File: config.mk
export PLATFORM = sky130hd
export DESIGN_NAME = m_ex_sequencer
export DESIGN_NICKNAME = d
export VERILOG_FILES = /design/src/rtl/m_extension_pkg.sv /design/src/rtl/m_ex_special_case.sv /design/src/rtl/m_ex_sequencer.sv
export SDC_FILE = /design/constraint.sdc
export NUM_CORES = 1
export LEC_CHECK = 0
export BUFFER_PORTS_ARGS = -buffer_cell sky130_fd_sc_hd__buf_2
export CAP_MARGIN = 20
export CORE_ASPECT_RATIO = 2
export CORE_UTILIZATION = 37
export CTS_CLUSTER_SIZE = 28
export DETAILED_ROUTE_END_ITERATION = 10
export PLACE_DENSITY = 0.74
export REMOVE_ABC_BUFFERS = 1
export SLEW_MARGIN = 20
export SYNTH_ARGS = -nofsm -noshare
export SYNTH_HDL_FRONTEND = slang
export SYNTH_SLANG_ARGS = --single-unit
File: constraint.sdc
create_clock -name clk -period 4.6 [get_ports clk]
set_input_delay 0.69 -clock clk [delete_from_list [all_inputs] [get_ports clk]]
set_output_delay 0.69 -clock clk [all_outputs]
set_load 0.005 [all_outputs]
File: src/rtl/m_extension_pkg.sv
// m_extension_pkg: shared M-extension types and constants (funct3 encoding, sequencer states, special results)
package m_extension_pkg;
  typedef enum logic [2:0] {
    F_MUL, F_MULH, F_MULHSU, F_MULHU, F_DIV, F_DIVU, F_REM, F_REMU
  } m_funct3;
  typedef enum logic [1:0] {S_IDLE, S_BUSY, S_HOLD} seq_state_t;
  localparam logic [31:0] DIV0_QUOTIENT = 32'hFFFF_FFFF;
  localparam logic [31:0] INT32_MIN     = 32'h8000_0000;
endpackage

File: src/rtl/m_ex_special_case.sv
// m_ex_special_case: flags M-ops whose result is known without running the ALU, and supplies that result
// Ports: rs1_i/rs2_i/funct3_i = offered op; special_o = op needs no ALU; result_o = its architectural result
module m_ex_special_case
  import m_extension_pkg::*;
(
  input  logic [31:0] rs1_i,
  input  logic [31:0] rs2_i,
  input  m_funct3     funct3_i,
  output logic        special_o,
  output logic [31:0] result_o
);
  logic is_div, is_rem, div0, ovf;
  assign is_div    = (funct3_i == F_DIV) | (funct3_i == F_DIVU);
  assign is_rem    = (funct3_i == F_REM) | (funct3_i == F_REMU);
  assign div0      = rs2_i == '0;
  // Signed overflow only exists for the signed variants
  assign ovf       = ((funct3_i == F_DIV) | (funct3_i == F_REM)) & (rs1_i == INT32_MIN) & (rs2_i == DIV0_QUOTIENT);
  assign special_o = (is_div | is_rem) & (div0 | ovf);
  assign result_o  = div0 ? (is_div ? DIV0_QUOTIENT : rs1_i) : (is_div ? INT32_MIN : '0);
endmodule

File: src/rtl/m_ex_sequencer.sv
// m_ex_sequencer: issues one M-op at a time to the M-extension ALU and holds its result for MEM/WB
// Ports: issue_* = op handshake from ID/EX; alu_* = operands/control to and result from the ALU;
//        wb_* = result handshake to MEM/WB; flush_i kills the in-flight op; stall_o holds upstream
module m_ex_sequencer
  import m_extension_pkg::*;
(
  input  logic        clk,
  input  logic        rst,
  input  logic        issue_valid_i,
  output logic        issue_ready_o,
  input  logic [31:0] rs1_data_i,
  input  logic [31:0] rs2_data_i,
  input  m_funct3     funct3_i,
  input  logic [4:0]  rd_addr_i,
  input  logic        flush_i,
  output logic        alu_active_o,
  output logic [31:0] alu_rs1_o,
  output logic [31:0] alu_rs2_o,
  output m_funct3     alu_funct3_o,
  input  logic        alu_done_i,
  input  logic [31:0] alu_rd_data_i,
  output logic        wb_valid_o,
  input  logic        wb_ready_i,
  output logic [4:0]  wb_rd_addr_o,
  output logic [31:0] wb_data_o,
  output logic        stall_o
);
  seq_state_t  state_q, state_d;
  logic [31:0] rs1_q, rs1_d, rs2_q, rs2_d, result_q, result_d;
  m_funct3     funct3_q, funct3_d;
  logic [4:0]  rd_q, rd_d;
  logic        fire, latch, special, alu_fin;
  logic [31:0] special_result;
  m_ex_special_case u_special (
    .rs1_i     (rs1_data_i),
    .rs2_i     (rs2_data_i),
    .funct3_i  (funct3_i),
    .special_o (special),
    .result_o  (special_result)
  );
  assign fire    = issue_valid_i & issue_ready_o;
  assign latch   = fire & ~flush_i;
  assign alu_fin = (state_q == S_BUSY) & alu_done_i;
  always_ff @(posedge clk or negedge rst) begin
    if (!rst) state_q <= S_IDLE;
    else      state_q <= state_d;
  end
  // Flush beats everything; a fire out of HOLD skips IDLE entirely
  always_comb begin
    state_d = flush_i ? S_IDLE :
              fire ? ((rd_addr_i == '0) ? S_IDLE : special ? S_HOLD : S_BUSY) :
              alu_fin ? S_HOLD :
              ((state_q == S_HOLD) & wb_ready_i) ? S_IDLE : state_q;
  end
  always_comb begin
    issue_ready_o = (state_q == S_IDLE) | ((state_q == S_HOLD) & wb_ready_i & ~flush_i);
    stall_o       = issue_valid_i & ~issue_ready_o;
    alu_active_o  = state_q == S_BUSY;
    wb_valid_o    = state_q == S_HOLD;
    alu_rs1_o     = rs1_q;
    alu_rs2_o     = rs2_q;
    alu_funct3_o  = funct3_q;
    wb_rd_addr_o  = rd_q;
    wb_data_o     = result_q;
  end
  // Operands only move on fire, which cannot happen in BUSY, so they stay put for the whole ALU run
  always_comb begin
    rs1_d    = latch ? rs1_data_i : rs1_q;
    rs2_d    = latch ? rs2_data_i : rs2_q;
    funct3_d = latch ? funct3_i : funct3_q;
    rd_d     = latch ? rd_addr_i : rd_q;
    result_d = (latch & special) ? special_result : alu_fin ? alu_rd_data_i : result_q;
  end
  always_ff @(posedge clk or negedge rst) begin
    if (!rst) begin
      rs1_q    <= '0;
      rs2_q    <= '0;
      funct3_q <= F_MUL;
      rd_q     <= '0;
      result_q <= '0;
    end else begin
      rs1_q    <= rs1_d;
      rs2_q    <= rs2_d;
      funct3_q <= funct3_d;
      rd_q     <= rd_d;
      result_q <= result_d;
    end
  end
endmodule
# Word-level counts from Yosys, hierarchy flattened
# Cells that the tools add are included.
[word_totals]
reg_bits = 106
out_inout_bits = 108
in_bits = 110
elab_cells = 48
[op_classes]
reduce_logical = 5
bitwise = 18
eq_ne = 8
mux = 11
[ops]
columns = ["op", "n"]
rows = [
  ["$mux W32", 5],
  ["$eq A32 B32 Y1 const B", 2],
  ["$logic_not A32 Y1", 1],
  ["$eq A3 B3 Y1 const B", 4],
  ["$mux W2", 6],
  ["$and A1 B1 Y1", 10],
  ["$or A1 B1 Y1", 6],
  ["$logic_not A5 Y1", 1],
  ["$reduce_bool A4 Y1", 1],
  ["$eq A2 B1 Y1 const B", 1],
  ["$eq A2 B2 Y1 const B", 1],
  ["$logic_not A2 Y1", 1],
  ["$not A1 Y1", 2],
  ["$reduce_bool A2 Y1", 1],
]

# Logic depth before layout (Yosys ltp)
[depth]
word_depth = 10
depth_mapped = 8
ltp_nobuf = 5

# By module
# A second synthesis with hierarchy kept.
[hier_totals]
cells_unflattened = 348
area_unflattened_um2 = 4978.5
[by_module_without_submodules]
columns = ["module", "cells_each", "seq_area_each_um2", "instances", "area_per_inst_um2"]
rows = [
  ["m_ex_sequencer", 273, 2652.5, 1, 4438.0],
  ["m_ex_special_case", 75, 0.0, 1, 540.5],
]

# Least setup slack after synthesis
# No wires, ideal clock.
[synth_path]
path_kind = "input-to-reg"
start = "input rs1_data_i[5]"
end = "register result_q[10] (netlist: wb_data_o[10])"
slack_ns = 2.303
required_ns = 4.458
path_buffers = 2
path_stages = 7
arrival_time_ns = 2.155
setup_time_ns = 0.142
cell_sequence = "nand4b_1 > or4_1 > or4_1 > clkbuf_2 > clkbuf_2 > o21ai_0 > a32oi_1"
[synth_via]
elab_chain_len = 7
elab_cells_between_ends = 8
classes_between = "eq/ne (1); mux (1); bitwise (5); reduce/logical (1)"
[synth_rtl]
columns = ["item", "line", "source"]
rows = [
  ["from (decl)", "m_ex_sequencer.sv:11", "input logic [31:0] rs1_data_i,"],
  ["$eq A32 B32 Y1 (*)", "m_ex_special_case.sv:17", "assign ovf = ((funct3_i == F_DIV) | (funct3_i == F_REM)) & (rs1_i == INT32_MIN) & (rs2_i == DIV0_QUOTIENT);"],
  ["$and A1 B1 Y1 (*) (2 in a row)", "m_ex_special_case.sv:17", ""],
  ["$or A1 B1 Y1 (*)", "m_ex_special_case.sv:18", "assign special_o = (is_div | is_rem) & (div0 | ovf);"],
  ["$and A1 B1 Y1 (*)", "m_ex_special_case.sv:18", ""],
  ["$and A1 B1 Y1 (*)", "m_ex_sequencer.sv:72", "result_d = (latch & special) ? special_result : alu_fin ? alu_rd_data_i : result_q;"],
  ["$mux W32 or $reduce_bool A2 Y1 (tied branches)", "-", ""],
  ["to (signal assigned)", "m_ex_sequencer.sv:86", "result_q <= result_d;"],
  ["to (decl)", "m_ex_sequencer.sv:29", "logic [31:0] rs1_q, rs1_d, rs2_q, rs2_d, result_q, result_d;"],
]
# Mark *: on every way between the ends. The rest lies on a longest branch, timed or not.
# A chain may end at the register's enable or synchronous reset.

# Final worst setup path
[layout_path]
start = "input rs1_data_i[18]"
end = "register state_q[0]"
[layout_via]
elab_chain_len = 9
[layout_rtl]
columns = ["item", "line", "source"]
rows = [
  ["$eq A32 B32 Y1", "m_ex_special_case.sv:17", ""],
  ["$and A1 B1 Y1 (2 in a row)", "m_ex_special_case.sv:17", ""],
  ["$or A1 B1 Y1", "m_ex_special_case.sv:18", ""],
  ["$and A1 B1 Y1", "m_ex_special_case.sv:18", ""],
  ["$mux W2 (3 in a row)", "m_ex_sequencer.sv:51", "fire ? ((rd_addr_i == '0) ? S_IDLE : special ? S_HOLD : S_BUSY) :"],
  ["$mux W2", "m_ex_sequencer.sv:50", "state_d = flush_i ? S_IDLE :"],
  ["to (signal assigned)", "m_ex_sequencer.sv:46", "else state_q <= state_d;"],
  ["to (decl)", "m_ex_sequencer.sv:28", "seq_state_t state_q, state_d;"],
]
# No other way between the ends.

==> qor.csv <==
metric;value;unit
postSynthAreaPerCell;9.97;um^2
outcome;complete, no violations;
ys_seq_area_frac;0.483;
relSlewSlack;0.470;
synthFlopType;dfrtp_1;
ff_latch_area;0.00265;mm^2
cts_setup_buffers;0;
hp-class;in2async;
ctsResizeCount;0;
max_freq;332;MHz
switching_share;0.295;
syn2layout_area_growth;28.5;%
critPathMaxStageDelay;1040;ps
ys_ff_latch;106;
r2r_cells;6;
io-pin-count;218;
layout-drive-gt1-share;0.426;
initial_core_util;0.381;
vias;5163;
fin_skew;9.16;ps
fin_util;0.489;
critical_path.endpoint_type;register;
tightest_slew;792;ps
p_comb_frac;0.279;
yosys.cell_types.count;40;
layout_min_cycle_time;3010;ps
max-cap-violations;0;
detail_route.wl_per_cell;19.2;um
grt_setup_unrepaired;false;
finalMaxSlewViolations;0;
multi_input_area;0.00255;mm^2
yosysTopAreaCellShare;0.483;
p_switching;0.852;mW
fillers;1408;
vdd_drop_max;0.266;mV
rows;62;
postRouteAntennaNets;0;
crit_arrival;3230;ps
setup_viol;0;
synthArstFlopShare;1.00;
grt_pass1_wl;27600;um
post-synth-top-area-cell;dfrtp_1;
power_density;409;mW/mm^2
crit_fanout;34;
p_seq_frac;0.447;
synth_edf_count;0;
required;4820;ps
first_iter_violations;393;
insertion_delay;350;ps
die-area;0.0154;mm^2
drt-pass1-iter-count;5;
critPathMostFrequentCell;o21ai_0;
die_w;88.1;um
holdBufCountCts;0;
path_cells;buf_2, nor4_1, nand3_1, or4_2, o21ai_0, o21ai_0;
grt_pass1_vias;5167;
numClockSinks;106;
whs;194;ps
cts-root-buf;clkbuf_16;
p_int;2.04;mW
syn-instance-count;551;
gr-total-overflow;0;
leakage;3.27;nW
track_usage;0.240;
crit_type;in2reg;
drc;0;
yosysWarnings;0;
cts.clk_slew.worst_paths;70;ps
wirelength;18100;um
fin_nets;855;
max-clock-path-buffers;2;
cts_tree;built;
slowest_stage;or4_2;
gp_congestion;0.845;
routed_via_density;5.48;
crit_buf_inv;1;
crit_family;simple AND/OR/NAND/NOR gates;
grt_max_degree;74;
core_area;0.0144;mm^2
netlist_area;0.00549;mm^2
dp_hpwl;13000;um
yosys.cell_count.top_type;dfrtp_1;
antenna_found_initial;1;
hold_viol_final;0;
netlist_top_cells_count;dfrtp_1 (106), mux2_2 (71), nor2_1 (65), clkbuf_1 (37), nand2b_1 (34);
period_share;0.654;
startpoint_type;input port;
clkPwrFrac;0.274;
critical_path_depth;6;
fin_tns_setup;0;ps
h-tree-depth;3;
port_buffers;217;
numCtsBuffers;9;
synth_area_leaders;dfrtp_1 (48%), mux2_2 (15%), a32oi_1 (4.9%);
die_y;174;um
## metal layers
| layer | vias up | wire [um] | track usage | share of wire |
|---|---|---|---|---|
| met1 | 2485 | 6670 | 0.267 | 0.37 |
| li1 | 2387 | - | - | - |
| met3 | 64 | 735 | 0.0275 | 0.041 |
| met2 | 227 | 9590 | 0.414 | 0.53 |
| met5 | - | 0 | 0 | 0 |
| met4 | 0 | 1110 | 0.165 | 0.061 |
## flip-flops by register name (all words and copies together) (netlist names)
name,flops
alu_rs1_o,32
alu_rs2_o,32
wb_data_o,32
wb_rd_addr_o,5
alu_funct3_o,3
state_q,2
## cells in the final DEF, fill, tap and decap left out, types with 2 or more instances in the layout
cell / synthesis / routed
o21ai_0: 28 / 28
inv_1: 32 / 32
a32oi_1: 31 / 31
a21oi_1: 33 / 33
and4_1: 3 / 3
nor4b_1: 2 / 2
buf_2: 3 / 216
nor2_1: 65 / 65
nand2b_1: 34 / 34
clkbuf_16: 0 / 9
or4_1: 5 / 4
mux2_2: 71 / 71
nand4b_1: 3 / 3
nor2b_1: 3 / 3
nand3_1: 4 / 3
nand3b_1: 2 / 2
buf_4: 0 / 12
a31oi_1: 31 / 31
o21ai_1: 6 / 6
nand4_1: 9 / 9
dfrtp_1: 106 / 106
nand2_1: 4 / 4
nor4_1: 18 / 18
or4_2: 1 / 2
## area by class of cell
type,instances,area share
diodes,1,0.000355
clock buffers,11,0.0344
clock inverters,4,0.00727
inverters,32,0.0170
multi-input cells,367,0.361
flip-flops and latches,106,0.376
well taps,192,0.0340
repair buffers,229,0.170
## power groups by stage
stage,Combinational [mW],Sequential (mW),Clock [mW]
final,0.808,1.29,0.791
after global routing,0.886,1.32,0.834
after CTS,0.815,1.29,0.804
after detailed placement,0.812,1.31,0
after global placement,0.796,1.30,0
after floorplan,0.355,1.32,0
## cell families after synthesis
kind of cell,share of synthesized area
buf+inv,0.0560
mux,0.147
compound gates,0.158
flops,0.483
simple gates,0.156
## worst reg2reg max path, stage by stage (launching register included)
cell	delay, ps
dfrtp_1	440
nor2_1	240
and4_2	680
buf_4	490
nor2_1	90
a31oi_1	190
a32oi_1	90
## final timing paths
check / end / startpoint / slack (ps)
setup / recovery: state_q[0]$_DFFE_PN0P_ / rs1_data_i[18] / 1590
hold / removal: alu_rs1_o[14]$_DFFE_PN0P_ / rst / 190
setup reg to reg: wb_data_o[23]$_DFFE_PN0P_ / state_q[0]$_DFFE_PN0P_ / 2250
hold reg to reg: alu_funct3_o[2]$_DFFE_PN0P_ / alu_funct3_o[2]$_DFFE_PN0P_ / 480
max in group asynchronous: wb_data_o[7]$_DFFE_PN0P_ / rst / 3530
min in group clk: alu_funct3_o[2]$_DFFE_PN0P_ / alu_funct3_o[2]$_DFFE_PN0P_ / 480
## through the flow
step | area, um^2 | worst slack, ps | power [mW] | instances
2_1_floorplan | 5300 | 1180 | 1.68 | 505
3_3_place_gp | 6730 | 1160 | 2.09 | 925
3_5_place_dp | 6730 | 1120 | 2.12 | 925
4_1_cts | 7030 | 1490 | 2.91 | 940
5_1_grt | 7060 | 1460 | 3.04 | 942
6_report | 7060 | 1590 | 2.89 | 942
Power figures use the tool's default switching activity.
